<file path="src/rtl/stack_pkg.sv">
// Shared types and constants for the return-side stack pop unit.
package stack_pkg;

  typedef enum logic [1:0] {
    IDLE  = 2'd0,
    ISSUE = 2'd1,
    DRAIN = 2'd2,
    DONE  = 2'd3
  } state_e;

  localparam int RET_WORDS = 2;
  localparam int RTI_WORDS = 3;
  localparam int FLAG_W    = 3;

  // Number of stack words a return pops: RTI also restores the flags word.
  function automatic logic [1:0] pop_words(input logic is_rti);
    return is_rti ? 2'(RTI_WORDS) : 2'(RET_WORDS);
  endfunction

endpackage

</file>
<file path="src/rtl/stack_return_unit.sv">
// Pops a return PC (RET) or a PC plus saved flags (RTI) from the downward
// growing data-memory stack, stalling the pipeline until a one-cycle
// redirect carrying PC, flags and the new SP is delivered.
module stack_return_unit
  import stack_pkg::*;
#(
  parameter int ADDR_W = 12,
  parameter int DATA_W = 16
) (
  input  logic              clk,
  input  logic              reset,
  input  logic              ret_req,
  input  logic              rti_req,
  input  logic              flush,
  input  logic [ADDR_W-1:0] sp_in,
  output logic              mem_rd,
  output logic [ADDR_W-1:0] mem_addr,
  input  logic [DATA_W-1:0] mem_rdata,
  output logic [31:0]       ret_pc,
  output logic [FLAG_W-1:0] ret_flags,
  output logic              pc_valid,
  output logic              flags_valid,
  output logic [ADDR_W-1:0] sp_out,
  output logic              sp_we,
  output logic              stall,
  output logic              underflow_err,
  output logic              busy
);

  state_e              state_q, state_d;
  logic [ADDR_W-1:0]   base_q, base_d;
  logic [1:0]          n_q, n_d;
  logic [1:0]          idx_q, idx_d;
  logic [DATA_W-1:0]   cap_lo_q, cap_lo_d;
  logic [DATA_W-1:0]   cap_hi_q, cap_hi_d;
  logic                mem_rd_q, mem_rd_d;
  logic [ADDR_W-1:0]   mem_addr_q, mem_addr_d;
  logic [31:0]         ret_pc_q, ret_pc_d;
  logic [FLAG_W-1:0]   ret_flags_q, ret_flags_d;
  logic                pc_valid_q, pc_valid_d;
  logic                flags_valid_q, flags_valid_d;
  logic [ADDR_W-1:0]   sp_out_q, sp_out_d;
  logic                sp_we_q, sp_we_d;
  logic                underflow_q, underflow_d;
  logic [ADDR_W:0]     sp_sum;

  // Extra top bit of the new-SP sum flags a wrap past the top of memory.
  assign sp_sum = {1'b0, base_q} + (ADDR_W+1)'(n_q);

  // Next-state and registered-output logic for the pop sequencer.
  always_comb begin
    state_d       = state_q;
    base_d        = base_q;
    n_d           = n_q;
    idx_d         = idx_q;
    cap_lo_d      = cap_lo_q;
    cap_hi_d      = cap_hi_q;
    mem_rd_d      = mem_rd_q;
    mem_addr_d    = mem_addr_q;
    ret_pc_d      = ret_pc_q;
    ret_flags_d   = ret_flags_q;
    sp_out_d      = sp_out_q;
    pc_valid_d    = 1'b0;
    flags_valid_d = 1'b0;
    sp_we_d       = 1'b0;
    underflow_d   = 1'b0;
    unique case (state_q)
      IDLE: begin
        if (!flush && (ret_req || rti_req)) begin
          base_d     = sp_in;
          n_d        = pop_words(rti_req);
          idx_d      = 2'd0;
          state_d    = ISSUE;
          mem_rd_d   = 1'b1;
          mem_addr_d = sp_in + ADDR_W'(1);
        end
      end
      ISSUE: begin
        if (flush) begin
          state_d    = IDLE;
          mem_rd_d   = 1'b0;
          mem_addr_d = '0;
        end else begin
          if (idx_q == 2'd1) cap_lo_d = mem_rdata;
          if (idx_q == 2'd2) cap_hi_d = mem_rdata;
          idx_d = idx_q + 2'd1;
          if (idx_q == n_q - 2'd1) begin
            state_d    = DRAIN;
            mem_rd_d   = 1'b0;
            mem_addr_d = '0;
          end else begin
            mem_addr_d = base_q + ADDR_W'(idx_q) + ADDR_W'(2);
          end
        end
      end
      DRAIN: begin
        if (flush) begin
          state_d = IDLE;
        end else begin
          state_d = DONE;
          if (n_q == 2'(RTI_WORDS)) begin
            ret_pc_d      = {cap_hi_q, cap_lo_q};
            ret_flags_d   = mem_rdata[FLAG_W-1:0];
            flags_valid_d = 1'b1;
          end else begin
            ret_pc_d = {mem_rdata, cap_lo_q};
          end
          pc_valid_d  = 1'b1;
          sp_we_d     = 1'b1;
          sp_out_d    = sp_sum[ADDR_W-1:0];
          underflow_d = sp_sum[ADDR_W];
        end
      end
      DONE: begin
        state_d = IDLE;
      end
      default: begin
        state_d = IDLE;
      end
    endcase
  end

  // State and output registers; reset abandons any sequence without an SP write.
  always_ff @(posedge clk or negedge reset) begin
    if (!reset) begin
      state_q       <= IDLE;
      base_q        <= '0;
      n_q           <= '0;
      idx_q         <= '0;
      cap_lo_q      <= '0;
      cap_hi_q      <= '0;
      mem_rd_q      <= 1'b0;
      mem_addr_q    <= '0;
      ret_pc_q      <= '0;
      ret_flags_q   <= '0;
      pc_valid_q    <= 1'b0;
      flags_valid_q <= 1'b0;
      sp_out_q      <= '0;
      sp_we_q       <= 1'b0;
      underflow_q   <= 1'b0;
    end else begin
      state_q       <= state_d;
      base_q        <= base_d;
      n_q           <= n_d;
      idx_q         <= idx_d;
      cap_lo_q      <= cap_lo_d;
      cap_hi_q      <= cap_hi_d;
      mem_rd_q      <= mem_rd_d;
      mem_addr_q    <= mem_addr_d;
      ret_pc_q      <= ret_pc_d;
      ret_flags_q   <= ret_flags_d;
      pc_valid_q    <= pc_valid_d;
      flags_valid_q <= flags_valid_d;
      sp_out_q      <= sp_out_d;
      sp_we_q       <= sp_we_d;
      underflow_q   <= underflow_d;
    end
  end

  // Stall drops in DONE so the redirect and pipeline restart share a cycle.
  always_comb begin
    stall = reset && (((state_q == IDLE) && (ret_req || rti_req)) ||
                      (state_q == ISSUE) || (state_q == DRAIN));
  end

  assign busy          = (state_q != IDLE);
  assign mem_rd        = mem_rd_q;
  assign mem_addr      = mem_addr_q;
  assign ret_pc        = ret_pc_q;
  assign ret_flags     = ret_flags_q;
  assign pc_valid      = pc_valid_q;
  assign flags_valid   = flags_valid_q;
  assign sp_out        = sp_out_q;
  assign sp_we         = sp_we_q;
  assign underflow_err = underflow_q;

endmodule

</file>
<file path="config.mk">
export PLATFORM = sky130hd
export DESIGN_NAME = stack_return_unit
export DESIGN_NICKNAME = d
export VERILOG_FILES = /design/src/rtl/stack_pkg.sv /design/src/rtl/stack_return_unit.sv
export SDC_FILE = /design/constraint.sdc
export NUM_CORES = 1
export LEC_CHECK = 0
export CORE_ASPECT_RATIO = 1.4
export CORE_MARGIN = 8
export CORE_UTILIZATION = 63
export DETAILED_ROUTE_END_ITERATION = 8
export DONT_BUFFER_PORTS = 1
export GPL_TIMING_DRIVEN = 1
export PLACE_DENSITY_LB_ADDON = 0.12
export SLEW_MARGIN = 40
export SYNTH_ARGS = -nofsm -noshare
export SYNTH_HDL_FRONTEND = slang
export SYNTH_SLANG_ARGS = --single-unit
</file>
<file path="constraint.sdc">
create_clock -name clk -period 2.4 [get_ports clk]
set_clock_uncertainty 0.05 [all_clocks]
set_input_delay 0.24 -clock clk [delete_from_list [all_inputs] [get_ports clk]]
set_output_delay 0.24 -clock clk [all_outputs]
set_load 0.05 [all_outputs]
</file>
==> results.ini <==
[setup_path]
worst-path-max-fanout=4
worst_setup_path_end_kind=flip-flop
start_kind=flip-flop
worstPathArrival_ns=2.55
criticalPathCategory=flip-flop to flip-flop
critPathRequiredTime_ns=2.69

[logic_synthesis]
asyncSetResetFlopFracSynth_pct=100
synth_edf_count=0
synth-seq-cells=113
ys_types=46
syn_warnings=0
ys_seq_area_share_pct=54.1
post_synth_inst_count=458
synth_common_cells=113 x sky130_fd_sc_hd__dfrtp_1, 52 x sky130_fd_sc_hd__mux2_2, 40 x sky130_fd_sc_hd__nand2_1
mappedNetlistArea_sq_um=5220
synth_flop_type=sky130_fd_sc_hd__dfrtp_1
synthesis.nets=503
synth.area.top_cells=sky130_fd_sc_hd__dfrtp_1 54%, sky130_fd_sc_hd__mux2_2 11%, sky130_fd_sc_hd__mux2i_1 3.4%
postSynthAreaPerCell_sq_um=11.4
most_used_standard_cell_by_instance_count_after_synthesis=sky130_fd_sc_hd__dfrtp_1
post-synth-top-area-fraction_pct=54.1
post-synth-top-area-cell=sky130_fd_sc_hd__dfrtp_1

[clock_network]
cts_made_buffers=17
root_buffer=sky130_fd_sc_hd__clkbuf_16
tritoncts_clock_tree=yes
clk_transition_reported_paths_ns=0.05
clk-insertion-delay-late_ns=0.41
post-cts-setup-buffers=0
cts_htree_levels=4
cts.hold.buffers_added=31
cts_sinks=113
clock_tree.buffer_depth=2

[drt]
detail_route.iter0.violations=149
post_drt_wl_per_cell_um=19.3
routed_vias_inst=5.91
routed-via-count=3560
drt-total-wl_um=11600
final_antenna_net_count=0
drc=0
drt-pass1-iter-count=4

[worst_hold_path]
worst_hold_path_class=input port to asynchronous set/reset pin

[die]
row_count=39
dieArea_sq_um=11500
die_y_um=124
core_region_area_sq_um=8100
initial_core_util_pct=64.5
pin_count=99
floorplan.die.width_um=93.0

[power_and_ir_drop]
cellPowerDensity_nw_per_um2=1670
power.internal_mw=5.98
part_of_the_total_power_dissipated_in_sequential_elements_pct=50.1
power_leakage_nw=2.83
power.ir.vdd_worst_mv=1.13
power_frac_comb_pct=21.9
switching_share_pct=43.0
p_clk_share_pct=27.9
power.net_switching_mw=4.50

[finish]
layout.filler_cells=540
layout.nets=533
postLayoutCoreUtil_pct=77.7
drive_above_1_share_pct=19.8
diodes=0
syn_to_final_growth_pct=20.4

[sta]
fin_tns_setup_ns=0
max_slew_margin_pct=42.2
worst-slew-pin-transition_ns=0.868
layout_min_cycle_time_ns=2.26
rsz_0062_raised_after_global_routing=no
fin_worst_hold_slack_ns=-0.522
final_hold_viols=113
clock.fmax_ghz=0.443
final.setup.worst_slack_ns=0.142
finalSetupViolCount=0
report.final.slew_viol_count=0
fin_crit_sh_pct=94.1

[global_route]
number_of_global_route_vias_before_repair=3699
initial_antenna_violation_count=0
grt_pass1_wl_um=19000
grt_usage_pct=21.4
grt_max_degree=115
grt_overflow_total=0

[placement]
hpwlAfterDp_um=7860
gp_routability_congestion=0.821
port_buffers=0
place_ws_ns=0.110

[status]
result_of_the_run=finished with violations
violations=hold timing

[run]
maxCapViolations=0

kinds of logic (layout without fill, tap and decap cells):
kind of cell / after synthesis / count (layout) / share of synthesized area [%]
AND/OR/NAND/NOR: 130 / 130 / 11.8
multiplexers: 71 / 71 / 14.9
adder cells (fa/ha/maj): 12 / 12 / 3.16
AO/OA/AOI/OAI: 66 / 66 / 7.71
flip-flops: 113 / 113 / 54.1
buffers and inverters: 41 / 83 / 4.12
XOR/XNOR: 25 / 25 / 4.19
routing by layer:
| layer | vias up | GRT usage, % | share of wire (%) |
|---|---|---|---|
| met2 | 121 | 35.7 | 50 |
| met4 | 0 | 9.71 | 2.6 |
| li1 | 1673 | - | - |
| met3 | 31 | 8.50 | 8.3 |
| met5 | - | 0 | 0 |
| met1 | 1735 | 23.6 | 39 |
worst paths after layout:
check	from	to	slack [ns]	cells past startpoint
max in group asynchronous	reset	cap_hi_q[0]	2.65	0
worst min register to register	cap_hi_q[15]	cap_hi_q[15]	0.44	1
worst max register to register	base_q[1]	mem_addr[11]	0.14	9
worst min-delay path	reset	ret_pc[11]	-0.52	0
min in group clk	mem_rdata[14]	ret_pc[30]	0.01	2
worst max-delay path	base_q[1]	mem_addr[11]	0.14	9
critical path: stages (launching register included):
cell and delay (ns):
sky130_fd_sc_hd__dfrtp_1 0.39, sky130_fd_sc_hd__inv_1 0.07, sky130_fd_sc_hd__ha_1 0.29, sky130_fd_sc_hd__inv_1 0.05, sky130_fd_sc_hd__ha_1 0.20, sky130_fd_sc_hd__fa_2 0.28
sky130_fd_sc_hd__inv_1 0.08, sky130_fd_sc_hd__or4_1 0.51, sky130_fd_sc_hd__a21oi_1 0.15, sky130_fd_sc_hd__a221o_1 0.12
sequential cells by signal (all words and copies together) (netlist names):
name,count
n_q,2
mem_rd,1
underflow_err,1
flags_valid,1
ret_flags,3
base_q,12
ret_pc,32
state_q,2
sp_we,1
cap_lo_q,16
sp_out,12
idx_q,2
cap_hi_q,16
mem_addr,12
repair_timing:
action / CTS / global route
endpoints found under the setup margin: 0 / 1
hold endpoints to repair: 172 / 113
gates resized for setup: 0 / 1
through the flow:
step                total power, mW  instance area (sq um)  std cells  hold slack (ns)
floorplan                      6.87                   5220        458           -0.106
global placement               7.41                   5290        540           -0.102
detailed placement             7.52                   5290        540           -0.102
CTS                            10.5                   6290        602           -0.534
global route                   11.0                   6290        602           -0.540
finish                         10.5                   6290        602           -0.522
placed cells by master (no fill, tap or decap), drive strengths merged, types with 2 or more instances in the layout:
| master | count |
|---|---|
| and3 | 3 |
| nand2b | 3 |
| clkbuf | 20 |
| nor3 | 5 |
| ha | 10 |
| bufinv | 7 |
| a21o | 3 |
| and4 | 4 |
| nand3b | 2 |
| nor2 | 34 |
| a21oi | 33 |
| dlygate4sd3 | 31 |
| nand3 | 17 |
| o21ba | 2 |
| nand4 | 11 |
| nand2 | 40 |
| mux2i | 18 |
| or3 | 3 |
| buf | 11 |
| xor2 | 16 |
| inv | 10 |
| o22ai | 3 |
| o221ai | 3 |
| and2 | 5 |
| clkinv | 3 |
| xnor2 | 9 |
| fa | 2 |
| dfrtp | 113 |
| mux2 | 53 |
| o21ai | 12 |
power groups by stage:
stage / sequential, mW / combinational [mW] / clock, mW
floorplan: 4.95 / 1.92 / 0
CTS: 5.28 / 2.31 / 2.96
global route: 5.39 / 2.57 / 3.05
finish: 5.25 / 2.30 / 2.93
global placement: 5.26 / 2.15 / 0
detailed placement: 5.30 / 2.22 / 0
layout make-up:
type                    count  area, sq um  area share [%]
flip-flops and latches    113         2830            44.9
multi-input cells         304         2190            34.8
clock buffers              20          457            7.26
repair buffers             42          418            6.64
clock inverters            11          233            3.70
well taps                 102          128            2.03
inverters                  10         37.5           0.597
(Power assumes the default switching activity.)
